<file path="config.mk">
export PLATFORM = sky130hd
export DESIGN_NAME = switch_debounce
export DESIGN_NICKNAME = d
export VERILOG_FILES = /design/src/rtl/switch_debounce_pkg.sv /design/src/rtl/debounce_channel.sv /design/src/rtl/switch_debounce.sv
export SDC_FILE = /design/constraint.sdc
export NUM_CORES = 1
export LEC_CHECK = 0
export ABC_CLOCK_PERIOD_IN_PS = 1800
export BUFFER_PORTS_ARGS = -buffer_cell sky130_fd_sc_hd__buf_4
export CORE_UTILIZATION = 45
export CTS_BUF_LIST = sky130_fd_sc_hd__clkbuf_8
export DETAILED_ROUTE_END_ITERATION = 12
export PLACE_DENSITY = 0.68
export SLEW_MARGIN = 0
export SYNTH_ARGS = -nofsm -noshare
export SYNTH_HDL_FRONTEND = slang
export SYNTH_SLANG_ARGS = --single-unit
</file>
<file path="constraint.sdc">
create_clock -name clk_in -period 1.8 [get_ports clk_in]
set_clock_uncertainty 0.05 [all_clocks]
set_input_delay 0 -clock clk_in [delete_from_list [all_inputs] [get_ports clk_in]]
set_output_delay 0 -clock clk_in [all_outputs]
set_load 0.05 [all_outputs]
</file>
<file path="src/rtl/switch_debounce_pkg.sv">
// Shared constants and helpers for the switch_debounce input conditioning block.
// Optional build macro: SWITCH_DEBOUNCE_INVERT_EN (see switch_debounce.sv).
package switch_debounce_pkg;

    // Short count for fast simulation; the long count suits ~10 ms at a 50 MHz board clock.
    localparam int SIM_DEBOUNCE_CYCLES   = 4;
    localparam int BOARD_DEBOUNCE_CYCLES = 500000;

    // Ceiling log2, usable in constant expressions.
    function automatic int clog2(input int value);
        int result;
        int remaining;
        result    = 0;
        remaining = value - 1;
        while (remaining > 0) begin
            result    = result + 1;
            remaining = remaining >> 1;
        end
        return result;
    endfunction

    // Stability counter width; at least one bit so DEBOUNCE_CYCLES=1 still elaborates.
    function automatic int counter_width(input int cycles);
        return (clog2(cycles) < 1) ? 1 : clog2(cycles);
    endfunction

    localparam int SIM_COUNTER_WIDTH   = counter_width(SIM_DEBOUNCE_CYCLES);
    localparam int BOARD_COUNTER_WIDTH = counter_width(BOARD_DEBOUNCE_CYCLES);

endpackage

</file>
<file path="src/rtl/debounce_channel.sv">
// One debounce channel: synchroniser chain, stability counter, stable level
// and registered rise/fall strobes. SYNC_STAGES must be at least 2.
module debounce_channel
    import switch_debounce_pkg::*;
#(
    parameter int SYNC_STAGES     = 2,
    parameter int DEBOUNCE_CYCLES = SIM_DEBOUNCE_CYCLES
) (
    input  logic clk_in,
    input  logic rst,
    input  logic pin,
    output logic clean,
    output logic rise,
    output logic fall,
    output logic settling
);

    localparam int             CW         = counter_width(DEBOUNCE_CYCLES);
    localparam logic [CW-1:0]  LAST_COUNT = CW'(DEBOUNCE_CYCLES - 1);

    logic [SYNC_STAGES-1:0] sync_reg;
    logic                   s;
    logic                   stable_reg, stable_next;
    logic [CW-1:0]          count_reg, count_next;
    logic                   rise_reg, rise_next;
    logic                   fall_reg, fall_next;

    assign s = sync_reg[SYNC_STAGES-1];

    // Synchroniser chain: bit 0 samples the asynchronous pin, the top bit is s.
    always_ff @(posedge clk_in) begin
        if (rst) begin
            sync_reg <= '0;
        end else begin
            sync_reg <= {sync_reg[SYNC_STAGES-2:0], pin};
        end
    end

    // Filter: accept s only after it has differed from the stable level on
    // DEBOUNCE_CYCLES consecutive edges; any agreement restarts the count.
    always_comb begin
        stable_next = stable_reg;
        count_next  = count_reg;
        rise_next   = 1'b0;
        fall_next   = 1'b0;
        if (s == stable_reg) begin
            count_next = '0;
        end else if (count_reg == LAST_COUNT) begin
            stable_next = s;
            count_next  = '0;
            rise_next   = s;
            fall_next   = ~s;
        end else begin
            count_next = count_reg + CW'(1);
        end
    end

    // Filter state and strobes; strobes line up with the clean level change.
    always_ff @(posedge clk_in) begin
        if (rst) begin
            stable_reg <= 1'b0;
            count_reg  <= '0;
            rise_reg   <= 1'b0;
            fall_reg   <= 1'b0;
        end else begin
            stable_reg <= stable_next;
            count_reg  <= count_next;
            rise_reg   <= rise_next;
            fall_reg   <= fall_next;
        end
    end

    assign clean    = stable_reg;
    assign rise     = rise_reg;
    assign fall     = fall_reg;
    assign settling = (count_reg != '0);

endmodule

</file>
<file path="src/rtl/switch_debounce.sv">
// Debounces WIDTH slide switches / push buttons into clean levels plus
// one-cycle rise and fall strobes for the lab top-level.
// Optional build macro: SWITCH_DEBOUNCE_INVERT_EN inverts every raw pin before
// the synchroniser so active-low buttons read as 1 when pressed.
module switch_debounce
    import switch_debounce_pkg::*;
#(
    parameter int WIDTH           = 8,
    parameter int SYNC_STAGES     = 2,
    parameter int DEBOUNCE_CYCLES = SIM_DEBOUNCE_CYCLES
) (
    input  logic             clk_in,
    input  logic             rst,
    input  logic [WIDTH-1:0] raw_in,
    output logic [WIDTH-1:0] clean_out,
    output logic [WIDTH-1:0] rise_pulse,
    output logic [WIDTH-1:0] fall_pulse,
    output logic [WIDTH-1:0] settling
);

    logic [WIDTH-1:0] pin;

    genvar gi;
    generate
        for (gi = 0; gi < WIDTH; gi = gi + 1) begin : g_channel
`ifdef SWITCH_DEBOUNCE_INVERT_EN
            assign pin[gi] = ~raw_in[gi];
`else
            assign pin[gi] = raw_in[gi];
`endif
            debounce_channel #(
                .SYNC_STAGES     (SYNC_STAGES),
                .DEBOUNCE_CYCLES (DEBOUNCE_CYCLES)
            ) u_channel (
                .clk_in   (clk_in),
                .rst      (rst),
                .pin      (pin[gi]),
                .clean    (clean_out[gi]),
                .rise     (rise_pulse[gi]),
                .fall     (fall_pulse[gi]),
                .settling (settling[gi])
            );
        end
    endgenerate

endmodule
</file>
Word-level counts from Yosys, hierarchy flattened
Cells that the tools add are included.

$add $sub $neg: 8. Eq/ne operators: 16. Bitwise logic cells: 24. Reductions and logical operators: 32.

Operator list (number): OR reduction 3 bit (16); inverter 1 bit (24); adder 2 x 1 -> 2 bit (second input constant) (8); == test 2 bit (second input constant) (8); AND reduction 2 bit (8); nonzero test 2 bit (8); == test 1 bit (8).

Logic and storage cells: 120. Register bits: 56. Output and inout bits: 32. Input port bits: 10.

Longest topological paths before layout
Gate-level depths: netlist of run 1.

Word-level depth: 3. Gate-level depth with buffers: 4. Depth with buffers taken out: 3.

Cells and area by module
A second synthesis of run 1 with hierarchy kept.

Cell total of the unflattened synthesis: 168. Area total of the unflattened synthesis: 2062.0 µm².

By module, submodules not included: debounce_channel (cells each 21, instances 8, sequential area each 140.1 µm², area each 257.7 µm²).

Worst setup path after synthesis of run 1
No wires, ideal clock.

Path kind: register -> register. Start: reg g_channel[7].u_channel.count_reg[0]. End: reg g_channel[7].u_channel.stable_reg. Library setup time: 0.114 ns. Period minus slack after synthesis: 0.988 ns. Data required time: 1.636 ns. Buffers on the path: 0. Path slack: 0.812 ns. Arrival time: 0.823 ns. Stages on the path, launching flop included: 4. Cells stage by stage: dfxtp_1 ha_1 mux2i_1 nor2_1.

Word-level cells in the longest chain between the ends: 2.

Ends and longest elaborated chain: start: declaration (line debounce_channel.sv:24) `logic [CW-1:0] count_reg, count_next;`; start signal: assignment (line debounce_channel.sv:67) `count_reg <= count_next;`; == test 2 bit (line debounce_channel.sv:48) `end else if (count_reg == LAST_COUNT) begin`; AND reduction 2 bit (no source line); end signal: assignment (line debounce_channel.sv:66) `stable_reg <= stable_next;`; end: declaration (line debounce_channel.sv:23) `logic stable_reg, stable_next;`.

Every way passes these cells. A chain may end at the register's enable or synchronous reset.

Final worst setup path of run 1
Start: reg g_channel[2].u_channel.count_reg[0]. End: out settling[2].

Word-level cells in the longest chain between the ends: 1.

Ends and longest elaborated chain: start: declaration (line debounce_channel.sv:24); start signal: assignment (line debounce_channel.sv:67); nonzero test 2 bit (line debounce_channel.sv:76) `assign settling = (count_reg != '0);`; end: declaration (line switch_debounce.sv:18) `output logic [WIDTH-1:0] settling`.

Every way passes these cells.

==> reports/qor.yml, run 1 <==
outcome:
  status: "completed"
global_routing:
  gr-total-overflow: 0
  grt_usage_pct: 12.0
  grt_pass1_vias: 1170
  antenna_found_initial: 0
  grt_pass1_wl_um: 5040
  grt_max_degree: 51
timing:
  period_share_pct: 67.5
  min_period_ps: 1210
  worstMarginPinSlew_ps: 532
  setup_viol: 0
  finalHoldViolations: 0
  max_clock_freq_mhz: 824
  rsz0062_at_grt: "no"
  maxSlewViolCount: 0
  setup_tns_ps: 0
  relSlewSlack_pct: 64.5
finish:
  nets: 251
  final_common_cell: "dfxtp_1"
  final_cell_mix: "dfxtp_1 (56), buf_4 (42), inv_1 (24), nor2b_1 (16), ha_1 (16)"
  fill_cells: 486
  drive_gt1_share_pct: 32.0
  final_area_um2: 2650
  layout.area.seq_um2: 1120
  multi_input_area_um2: 863
  final_util_pct: 52.3
  antenna_cells: 0
  syn_to_final_growth_pct: 12.0
critical_path:
  crit_top_cell: "inv_1"
  crit_slowest_cell: "dfxtp_1"
  crit_cells: 4
  cp-end-kind: "output port"
  cp_num_buf_inv: 3
  criticalPathCategory: "flop to output port"
  crit_path_start_kind: "flop"
  rrSetupSlack_ps: 680
  critical_path_arrival_ps: 1160
  cpLargestDelayFamily: "flip-flops"
  worstPathRequired_ps: 1750
  reg2reg_depth: 3
  worstPathMaxFanout: 3
  crit_path_max_incr_delay_ps: 390
  critical_path.cell_chain: "inv_1 -> ha_1 -> inv_1 -> buf_4"
logic_synthesis:
  yosys.area.top_type_share_pct: 47.3
  ys_ff_latch: 56
  syn_nets: 232
  synth_compound_area_share_pct: 0
  synth_xor_area_share_pct: 2.96
  synth_top_family_by_area: "simple AND/OR/NAND/NOR gates"
  syn_inst: 206
  ys_top_cells_by_area: "dfxtp_1 (47%), buf_4 (10%), ha_1 (8.4%), and4bb_2 (5.8%), nor2b_1 (4.2%)"
  syn_area_um2: 2370
  synth_top_cell_by_area: "dfxtp_1"
  synth_warnings: 0
  muxShareOfSynthArea_pct: 3.38
  synth.avg_cell_area_um2: 11.5
  ys_types: 16
  synth-adder-area-share_pct: 8.45
  ys_seq_area_share_pct: 47.3
  synth-simple-area-share_pct: 21.6
cts:
  ctsResizeCount: 0
  clkLatencyLatePin_ps: 300
  cts_max_path_buffers: 2
  htreeDepth: 2
  cts_made_buffers: 5
  cts_tree: "done"
  cts.sinks: 56
  clockRootBuffer: "clkbuf_8"
  cts.clk_slew.worst_paths_ps: 90
placement:
  place_area_um2: 2480
  io_buffers: 41
  hpwl_um: 2040
  gp_congestion: 0.693
worst_hold_path:
  worstHoldPathCells: 2
  hold_class: "input port to flop"
die:
  floorplan.io_pins: 42
  core_area_um2: 5070
  start_util_pct: 46.7
  floorplan.die_area_um2: 5560
  die_w_um: 74.6
  rows: 26
  die_h_um: 74.6
route:
  dr.first_iter.drc_count: 19
  wl_per_cell_um: 10.2
  antenna_left: 0
  drt-total-wl_um: 3000
  vias: 1294
  avgViaCountPerCell: 4.39
  dr.pass1.iters: 2
  drc: 0
pwr:
  vdd_ir_drop_max_uv: 439
  power.leakage_uw: 0.00112
  p_per_area_nw_per_um2: 789
  power.total_uw: 2090
run:
  max_cap_violations: 0
==> stage by stage <==
stage	instances	worst slack, ps	hold WS, ps
after floorplan	206	812	78.2
after global placement	280	728	161
after detailed placement	280	691	167
after CTS	295	559	109
after global routing	295	494	143
final	295	586	103
==> worst paths after layout <==
path                                             startpoint                                             to
min reg2reg   g_channel[2].u_channel.sync_reg[0]$_SDFF_PP0_  g_channel[2].u_channel.sync_reg[1]$_SDFF_PP0_
max          g_channel[2].u_channel.count_reg[0]$_SDFF_PP0_                                    settling[2]
min                                                     rst      g_channel[2].u_channel.clean$_SDFFE_PP0P_
max reg2reg  g_channel[5].u_channel.count_reg[0]$_SDFF_PP0_      g_channel[5].u_channel.clean$_SDFFE_PP0P_
==> layer usage <==
layer,wire [um],global-route usage [%]
met1,1400,14.4
met2,1450,19.7
met4,55,6.92
met3,100,2.85
met5,0,0
==> where the power goes <==
part           total, uW  internal [uW]  switching [uW]  leakage (uW)
logic                117           57.4            60.0      0.000614
clock network        701            343             358     0.0000503
registers           1270           1260            14.3      0.000455
total               2090           1660             432       0.00112
==> synthesized netlist by cell type <==
| cell | count |
|---|---|
| nor4_2 | 6 |
| inv_1 | 24 |
| ha_1 | 16 |
| dfxtp_1 | 56 |
| mux2i_1 | 8 |
| nor4b_1 | 2 |
| nor2b_1 | 16 |
| nor4bb_1 | 5 |
| buf_4 | 32 |
| and4bb_2 | 11 |
| nor4b_2 | 6 |
| buf_2 | 2 |
| buf_6 | 4 |
| xnor2_1 | 8 |
| nor4_1 | 2 |
| nor2_1 | 8 |
==> kinds of logic after synthesis <==
| kind of cell | after synthesis |
|---|---|
| xor+xnor | 8 |
| fa+ha+maj | 16 |
| buf+inv | 62 |
| flops | 56 |
| simple gates | 56 |
| mux | 8 |
==> repair_timing <==
item	in CTS	in global routing
hold endpoints to repair	8	0
setup endpoints to repair	0	0
setup buffers	0	0
hold buffers	8	0
==> final cells by class <==
cell class	count	share of cell area, %
inverters	24	3.39
multi-input cells	88	32.5
clock buffers	7	3.63
repair buffers	50	14.9
flip-flops and latches	56	42.2
well taps	70	3.30
(Power assumes the default switching activity.)
==> run 2, diff against run 1 <==
--- a/config.mk
+++ b/config.mk
@@ -5,12 +5,13 @@
 export SDC_FILE = /design/constraint.sdc
 export NUM_CORES = 1
 export LEC_CHECK = 0
-export ABC_CLOCK_PERIOD_IN_PS = 1800
+export ABC_AREA = 1
+export ABC_CLOCK_PERIOD_IN_PS = 1100
 export BUFFER_PORTS_ARGS = -buffer_cell sky130_fd_sc_hd__buf_4
 export CORE_UTILIZATION = 45
 export CTS_BUF_LIST = sky130_fd_sc_hd__clkbuf_8
 export DETAILED_ROUTE_END_ITERATION = 12
-export PLACE_DENSITY = 0.68
+export PLACE_DENSITY = 0.71
 export SLEW_MARGIN = 0
 export SYNTH_ARGS = -nofsm -noshare
 export SYNTH_HDL_FRONTEND = slang
==> constraint.sdc (replaced) <==
create_clock -name clk_in -period 1.1 [get_ports clk_in]
set_clock_uncertainty 0.05 [all_clocks]
set_input_delay 0 -clock clk_in [delete_from_list [all_inputs] [get_ports clk_in]]
set_output_delay 0 -clock clk_in [all_outputs]
set_load 0.05 [all_outputs]
==> run 2 against run 1 <==
Net effect: critical path depth is the same; die area is 1.7% higher; combinational power is 110% higher; critical path type unchanged; critical endpoint unchanged; largest cell class unchanged.
==> reports/qor.yml, run 2 <==
finish:
  drive_gt1_share_pct: 36.3  # was 32.0%
  nets: 346  # was 251
  final_cell_mix: "inv_1 (50), nand2_1 (40), dfxtp_1 (40), buf_4 (38), nor2_1 (33)"  # was dfxtp_1 (56), buf_4 (42), inv_1 (24), nor2b_1 (16), ha_1 (16)
  layout.area.seq_um2: 1140  # was 1120 um2
  final_common_cell: "inv_1"  # was dfxtp_1
  final_util_pct: 57.8  # was 52.3%
  final_area_um2: 2970  # was 2650 um2
  syn_to_final_growth_pct: 23.1  # was 12.0%
  fill_cells: 477  # was 486
  multi_input_area_um2: 863  # unchanged
  antenna_cells: 0  # unchanged
die:
  floorplan.die_area_um2: 5660  # was 5560 um2
  start_util_pct: 46.9  # was 46.7%
  core_area_um2: 5140  # was 5070 um2
  floorplan.io_pins: 42  # unchanged
  die_h_um: 75.2  # was 74.6 um
  rows: 26  # unchanged
  die_w_um: 75.2  # was 74.6 um
pwr:
  p_per_area_nw_per_um2: 1160  # was 789 nW/um2
  power.leakage_uw: 0.00131  # was 0.00112 uW
  power.total_uw: 3450  # was 2090 uW
  vdd_ir_drop_max_uv: 607  # was 439 uV
critical_path:
  crit_slowest_cell: "dfxtp_2"  # was dfxtp_1
  cp-end-kind: "output port"  # unchanged
  worstPathRequired_ps: 1050  # was 1750 ps
  critical_path.cell_chain: "inv_2 -> ha_4 -> inv_2 -> buf_8"  # was inv_1 -> ha_1 -> inv_1 -> buf_4
  critical_path_arrival_ps: 1020  # was 1160 ps
  worstPathMaxFanout: 3  # unchanged
  criticalPathCategory: "flop to output port"  # unchanged
  rrSetupSlack_ps: 80  # was 680 ps
  crit_top_cell: "inv_2"  # was inv_1
  reg2reg_to: "g_channel[3].u_channel.count_reg[1]$_SDFF_PP0_"  # was g_channel[5].u_channel.clean$_SDFFE_PP0P_
  r2r-start: "g_channel[3].u_channel.count_reg[0]$_SDFF_PP0_"  # was g_channel[5].u_channel.count_reg[0]$_SDFF_PP0_
  crit_path_start_kind: "flop"  # unchanged
  crit_path_max_incr_delay_ps: 350  # was 390 ps
  reg2reg_depth: 5  # was 3
logic_synthesis:
  ys_seq_area_share_pct: 46.5  # was 47.3%
  syn_area_um2: 2410  # was 2370 um2
  ys_types: 15  # was 16
  synth_warnings: 0  # unchanged
  yosys.area.top_type_share_pct: 46.5  # was 47.3%
  syn_inst: 293  # was 206
  syn_nets: 319  # was 232
  synth_enable_flop_cells: 0  # unchanged
  synth_commonest_cells: "inv_1 (72), dfxtp_1 (56), nand2_1 (40), nor2_1 (34), buf_4 (32)"  # was dfxtp_1 (56), buf_4 (32), inv_1 (24), ha_1 (16), nor2b_1 (16)
  dominantRegCellSynth: "dfxtp_1"  # unchanged
  synth.avg_cell_area_um2: 8.23  # was 11.5 um2
  synth_top_cell_by_area: "dfxtp_1"  # unchanged
  synth_most_common_cell: "inv_1"  # was dfxtp_1
  async_reset_ff_share_pct: 0  # unchanged
  ys_ff_latch: 56  # unchanged
  ys_top_cells_by_area: "dfxtp_1 (46%), inv_1 (11%), buf_4 (10%), ha_1 (8.3%), nand2_1 (6.2%)"  # was dfxtp_1 (47%), buf_4 (10%), ha_1 (8.4%), and4bb_2 (5.8%), nor2b_1 (4.2%)
cts:
  cts.sinks: 56  # unchanged
  cts_tree: "done"  # unchanged
  clkLatencyLatePin_ps: 290  # was 300 ps
  cts_max_path_buffers: 2  # unchanged
  htreeDepth: 2  # unchanged
  cts_made_buffers: 5  # unchanged
  clockRootBuffer: "clkbuf_8"  # unchanged
  cts.clk_slew.worst_paths_ps: 80  # was 90 ps
timing:
  finalHoldViolations: 0  # unchanged
  worstMarginPinSlew_ps: 205  # was 532 ps
  rsz0062_at_grt: "yes"  # was no
  min_period_ps: 1070
  maxSlewViolCount: 0  # unchanged
  setup_viol: 0  # unchanged
  max_clock_freq_mhz: 933
  relSlewSlack_pct: 86.3  # was 64.5%
  setup_slack_ps: 28.1  # was 586 ps
  period_share_pct: 97.4
global_routing:
  grt_pass1_wl_um: 5740  # was 5040 um
  grt_usage_pct: 13.7  # was 12.0%
  grt_max_degree: 19  # was 51
  grt_pass1_vias: 1457  # was 1,170
  antenna_found_initial: 0  # unchanged
  gr-total-overflow: 0  # unchanged
route:
  avgViaCountPerCell: 4.16  # was 4.39
  drt-total-wl_um: 3480  # was 3000 um
  dr.first_iter.drc_count: 21  # was 19
  drc: 0  # unchanged
  antenna_left: 0  # unchanged
  dr.pass1.iters: 4  # was 2
  wl_per_cell_um: 8.93  # was 10.2 um
  vias: 1622  # was 1,294
placement:
  io_buffers: 41  # unchanged
  hpwl_um: 2430  # was 2040 um
  place_ws_ps: 97.6  # was 691 ps
  place_area_um2: 2540  # was 2480 um2
  gp_congestion: 0.741  # was 0.693
worst_hold_path:
  hold_class: "flop to flop"  # was input port to flop
  worstHoldPathCells: 2  # unchanged
  min-delay-start: "g_channel[2].u_channel.sync_reg[0]$_SDFF_PP0_"  # was rst
  hold-path-endpoint: "g_channel[2].u_channel.sync_reg[1]$_SDFF_PP0_"  # was g_channel[2].u_channel.clean$_SDFFE_PP0P_
run:
  max_cap_violations: 0  # unchanged
outcome:
  status: "completed"  # unchanged
[run 2: changes by cell type after synthesis, sizes merged, moves of 11 or more]
cell	previous run	this run
nor3	0	16
nand2	0	40
inv	24	73
nor2	8	40
and4bb	11	0
nor2b	16	0
[run 2: worst max-delay path: cells and delay by family (launching register included)]
kind	cells	cell delay, ps
flip-flops	1	350
buffers and inverters	3	230
adder cells (fa/ha/maj)	1	150
[run 2: per-stage QoR]
| step | TNS, ps | std cells | hold WS [ps] |
|---|---|---|---|
| 6_report | 0 | 390 | 353 |
| 5_1_grt | -241 | 390 | 362 |
| 4_1_cts | 0 | 388 | 356 |
| 3_5_place_dp | 0 | 370 | 159 |
| 3_3_place_gp | 0 | 370 | 151 |
| 2_1_floorplan | 0 | 293 | 57.0 |
[run 2: logic make-up (layout without fill, tap and decap cells)]
kind of cell / count (synthesis) / in the layout / share of synthesized area, %
buffers and inverters: 109 / 136 / 23.0
adders and majority gates: 16 / 16 / 8.30
and+or+nand+nor: 104 / 104 / 20.5
AOI/OAI and AO/OA: 8 / 8 / 1.66
DFF: 56 / 56 / 46.5
[run 2: routing by layer]
layer | wire, um | global-route usage, % | vias to the layer above
met5 | 0 | 0 | -
met4 | 22 | 4.94 | 0
met3 | 195 | 5.62 | 2
met2 | 1750 | 24.1 | 38
met1 | 1510 | 14.7 | 715
li1 | - | - | 867
[run 2: what timing repair did]
| item | CTS | global route |
|---|---|---|
| setup endpoints to repair | 8 | 15 |
| pin swaps | 3 | 7 |
| buffers inserted | 2 | 2 |
| endpoints found under the hold margin | 16 | 0 |
| hold buffers | 9 | 0 |
| gates resized for setup | 55 | 21 |
[run 2: cell type report]
class	instances	area share [%]
multi-input cells	128	29.1
flip-flops and latches	56	38.4
well taps	70	2.95
repair buffers	56	17.1
inverters	73	9.23
clock buffers	7	3.24
[run 2: how the worst max path moves through the flow]
stage | from | endpoint | slack, ps | depth (start not counted)
finish | g_channel[2].u_channel.count_reg[0]$_SDFF_PP0_ | settling[2] | 30 | 4
CTS | g_channel[3].u_channel.count_reg[0]$_SDFF_PP0_ | settling[3] | 0.8 | 4
global placement | g_channel[6].u_channel.count_reg[0]$_SDFF_PP0_ | g_channel[6].u_channel.count_reg[0]$_SDFF_PP0_ | 140 | 4
global route | g_channel[7].u_channel.count_reg[0]$_SDFF_PP0_ | settling[7] | -40 | 4
floorplan | g_channel[0].u_channel.count_reg[0]$_SDFF_PP0_ | g_channel[0].u_channel.count_reg[0]$_SDFF_PP0_ | 190 | 4
detailed placement | g_channel[6].u_channel.count_reg[0]$_SDFF_PP0_ | g_channel[6].u_channel.count_reg[0]$_SDFF_PP0_ | 100 | 4
[run 2: power by group]
part | leakage (uW) | internal (uW) | switching, uW
clock network | 0.0000503 | 561 | 557
registers | 0.000463 | 2060 | 22.4
logic | 0.000795 | 117 | 133
==> run 3, diff against run 2 <==
--- a/config.mk
+++ b/config.mk
@@ -8,10 +8,10 @@
 export ABC_AREA = 1
 export ABC_CLOCK_PERIOD_IN_PS = 1100
 export BUFFER_PORTS_ARGS = -buffer_cell sky130_fd_sc_hd__buf_4
-export CORE_UTILIZATION = 45
+export CORE_UTILIZATION = 44
 export CTS_BUF_LIST = sky130_fd_sc_hd__clkbuf_8
 export DETAILED_ROUTE_END_ITERATION = 12
-export PLACE_DENSITY = 0.71
+export PLACE_DENSITY = 0.7
 export SLEW_MARGIN = 0
 export SYNTH_ARGS = -nofsm -noshare
 export SYNTH_HDL_FRONTEND = slang
==> run 3 against run 2 <==
Net effect: design area increased by 2.9%; sequential power hardly changed; worst hold slack gained 0.76 ps.
==> reports/qor.yml, run 3 (same netlist as run 2, synthesis figures left out) <==
timing:
  period_share_pct: 99.0  # was 97.4%
  setup_slack_ps: 11.2  # was 28.1 ps
  hold_ws_ps: 354  # was 353 ps
  finalHoldViolations: 0  # unchanged
  relSlewSlack_pct: 82.0  # was 86.3%
  min_period_ps: 1090  # was 1070 ps
  max_clock_freq_mhz: 918  # was 933 MHz
  worstMarginPinSlew_ps: 269  # was 205 ps
  setup_viol: 0  # unchanged
  maxSlewViolCount: 0  # unchanged
  rsz0062_at_grt: "yes"  # unchanged
critical_path:
  worstPathRequired_ps: 1050  # about the same
  cp-end-kind: "output port"  # unchanged
  criticalPathCategory: "flop to output port"  # unchanged
  worstPathMaxFanout: 2  # was 3
  critical_path_arrival_ps: 1040  # was 1020 ps
  crit_path_start_kind: "flop"  # unchanged
finish:
  final_util_pct: 58.7  # was 57.8%
  nets: 350  # was 346
  drive_gt1_share_pct: 39.7  # was 36.3%
  antenna_cells: 0  # unchanged
  final_common_cell: "inv_1"  # unchanged
  final_cell_mix: "inv_1 (53), buf_4 (42), nand2_1 (40), dfxtp_1 (40), nor2_1 (29)"  # was inv_1 (50), nand2_1 (40), dfxtp_1 (40), buf_4 (38), nor2_1 (33)
  syn_to_final_growth_pct: 26.6  # was 23.1%
die:
  rows: 26  # unchanged
  floorplan.io_pins: 42  # unchanged
  die_h_um: 76.0  # was 75.2 um
  die_w_um: 76.0  # was 75.2 um
  floorplan.die_area_um2: 5780  # was 5660 um2
  start_util_pct: 46.3  # was 46.9%
  core_area_um2: 5200  # was 5140 um2
pwr:
  vdd_ir_drop_max_uv: 769  # was 607 uV
  p_sw_uw: 778  # was 712 uW
  p_per_area_nw_per_um2: 1190  # was 1160 nW/um2
  intPower_uw: 2860  # was 2740 uW
  power.leakage_uw: 0.00132  # was 0.00131 uW
  comb_power_share_pct: 7.3  # was 7.2%
  power.share.sequential_pct: 57.4  # was 60.4%
  p_clk_share_pct: 35.3  # was 32.4%
  switching_share_pct: 21.4  # was 20.6%
  power.total_uw: 3630  # was 3450 uW
placement:
  io_buffers: 41  # unchanged
  hpwl_um: 2460  # was 2430 um
  place_ws_ps: 94.9  # was 97.6 ps
  gp_congestion: 0.717  # was 0.741
cts:
  cts.clk_slew.worst_paths_ps: 90  # was 80 ps
  cts.sinks: 56  # unchanged
  cts_tree: "done"  # unchanged
  cts_max_path_buffers: 2  # unchanged
  cts_made_buffers: 5  # unchanged
  clkLatencyLatePin_ps: 290  # about the same
  htreeDepth: 2  # unchanged
  clockRootBuffer: "clkbuf_8"  # unchanged
route:
  dr.pass1.iters: 4  # unchanged
  dr.first_iter.drc_count: 49  # was 21
  drt-total-wl_um: 3760  # was 3480 um
  wl_per_cell_um: 9.53  # was 8.93 um
  drc: 0  # unchanged
  antenna_left: 0  # unchanged
  vias: 1652  # was 1,622
  avgViaCountPerCell: 4.18  # was 4.16
global_routing:
  grt_pass1_wl_um: 6470  # was 5740 um
  grt_pass1_vias: 1596  # was 1,457
  grt_max_degree: 19  # unchanged
  gr-total-overflow: 0  # unchanged
  antenna_found_initial: 0  # unchanged
  grt_usage_pct: 14.0  # was 13.7%
worst_hold_path:
  hold_class: "flop to flop"  # unchanged
outcome:
  status: "completed"  # unchanged
run:
  max_cap_violations: 0  # unchanged
## run 3: cell count changes in the layout (fill, tap and decap cells not counted), moves of 2 or more
| cell | delta |
|---|---|
| nor2_1 | -4 |
| ha_2 | +5 |
| ha_1 | -5 |
| nor2_2 | +4 |
| buf_4 | +4 |
| inv_2 | -3 |
| clkbuf_8 | -2 |
| inv_1 | +3 |
## run 3: final timing paths
| path | start | to | slack (ps) | cells after the start |
|---|---|---|---|---|
| worst min register to register | g_channel[7].u_channel.sync_reg[0]$_SDFF_PP0_ | g_channel[7].u_channel.sync_reg[1]$_SDFF_PP0_ | 350 | 2 |
| worst min-delay path | g_channel[7].u_channel.sync_reg[0]$_SDFF_PP0_ | g_channel[7].u_channel.sync_reg[1]$_SDFF_PP0_ | 350 | 2 |
| worst max-delay path | g_channel[5].u_channel.count_reg[1]$_SDFF_PP0_ | settling[5] | 10 | 4 |
| worst max register to register | g_channel[4].u_channel.count_reg[0]$_SDFF_PP0_ | g_channel[4].u_channel.count_reg[1]$_SDFF_PP0_ | 40 | 5 |
## run 3: metal layers
| layer | part of all wire (%) | track usage, % | up-vias |
|---|---|---|---|
| li1 | - | - | 879 |
| met1 | 43 | 14.4 | 729 |
| met2 | 51 | 26.9 | 36 |
| met3 | 3.5 | 2.99 | 8 |
| met4 | 2.0 | 5.96 | 0 |
| met5 | 0 | 0 | - |
## run 3: through the flow
step / instances / TNS [ps] / cell area (um2)
2_1_floorplan: 293 / 0 / 2410
3_3_place_gp: 369 / 0 / 2550
3_5_place_dp: 369 / 0 / 2550
4_1_cts: 393 / -22.3 / 2900
5_1_grt: 395 / -346 / 3050
6_report: 395 / 0 / 3050
## run 3: area by class of cell
type	count	area, um2
Clock buffer	5	68.8
Clock inverter	3	38.8
Fill cell	475	2150
Inverter	73	277
Multi-Input combinational cell	128	896
Sequential cell	56	1140
Tap cell	70	87.6
Timing Repair Buffer	60	546
## run 3: power groups by stage
| stage | registers [uW] | logic, uW | clock network (uW) |
|---|---|---|---|
| floorplan | 2130 | 151 | 0 |
| global placement | 2130 | 187 | 0 |
| detailed placement | 2130 | 192 | 0 |
| CTS | 2080 | 244 | 1330 |
| global route | 2090 | 292 | 1420 |
| finish | 2080 | 266 | 1280 |
## run 3: worst max-delay path: stages, from the launching register on
cell	delay, ps
dfxtp_2	340
inv_1	40
ha_2	170
inv_2	50
buf_8	130
## run 3: repair_timing
| action | 4_1_cts | 5_1_grt |
|---|---|---|
| resized for setup | 48 | 37 |
| endpoints found under the setup margin | 8 | 23 |
| endpoints found under the hold margin | 14 | 0 |
| buffers inserted | 7 | 2 |
| pin swaps | 1 | 12 |
| hold buffers | 9 | 0 |
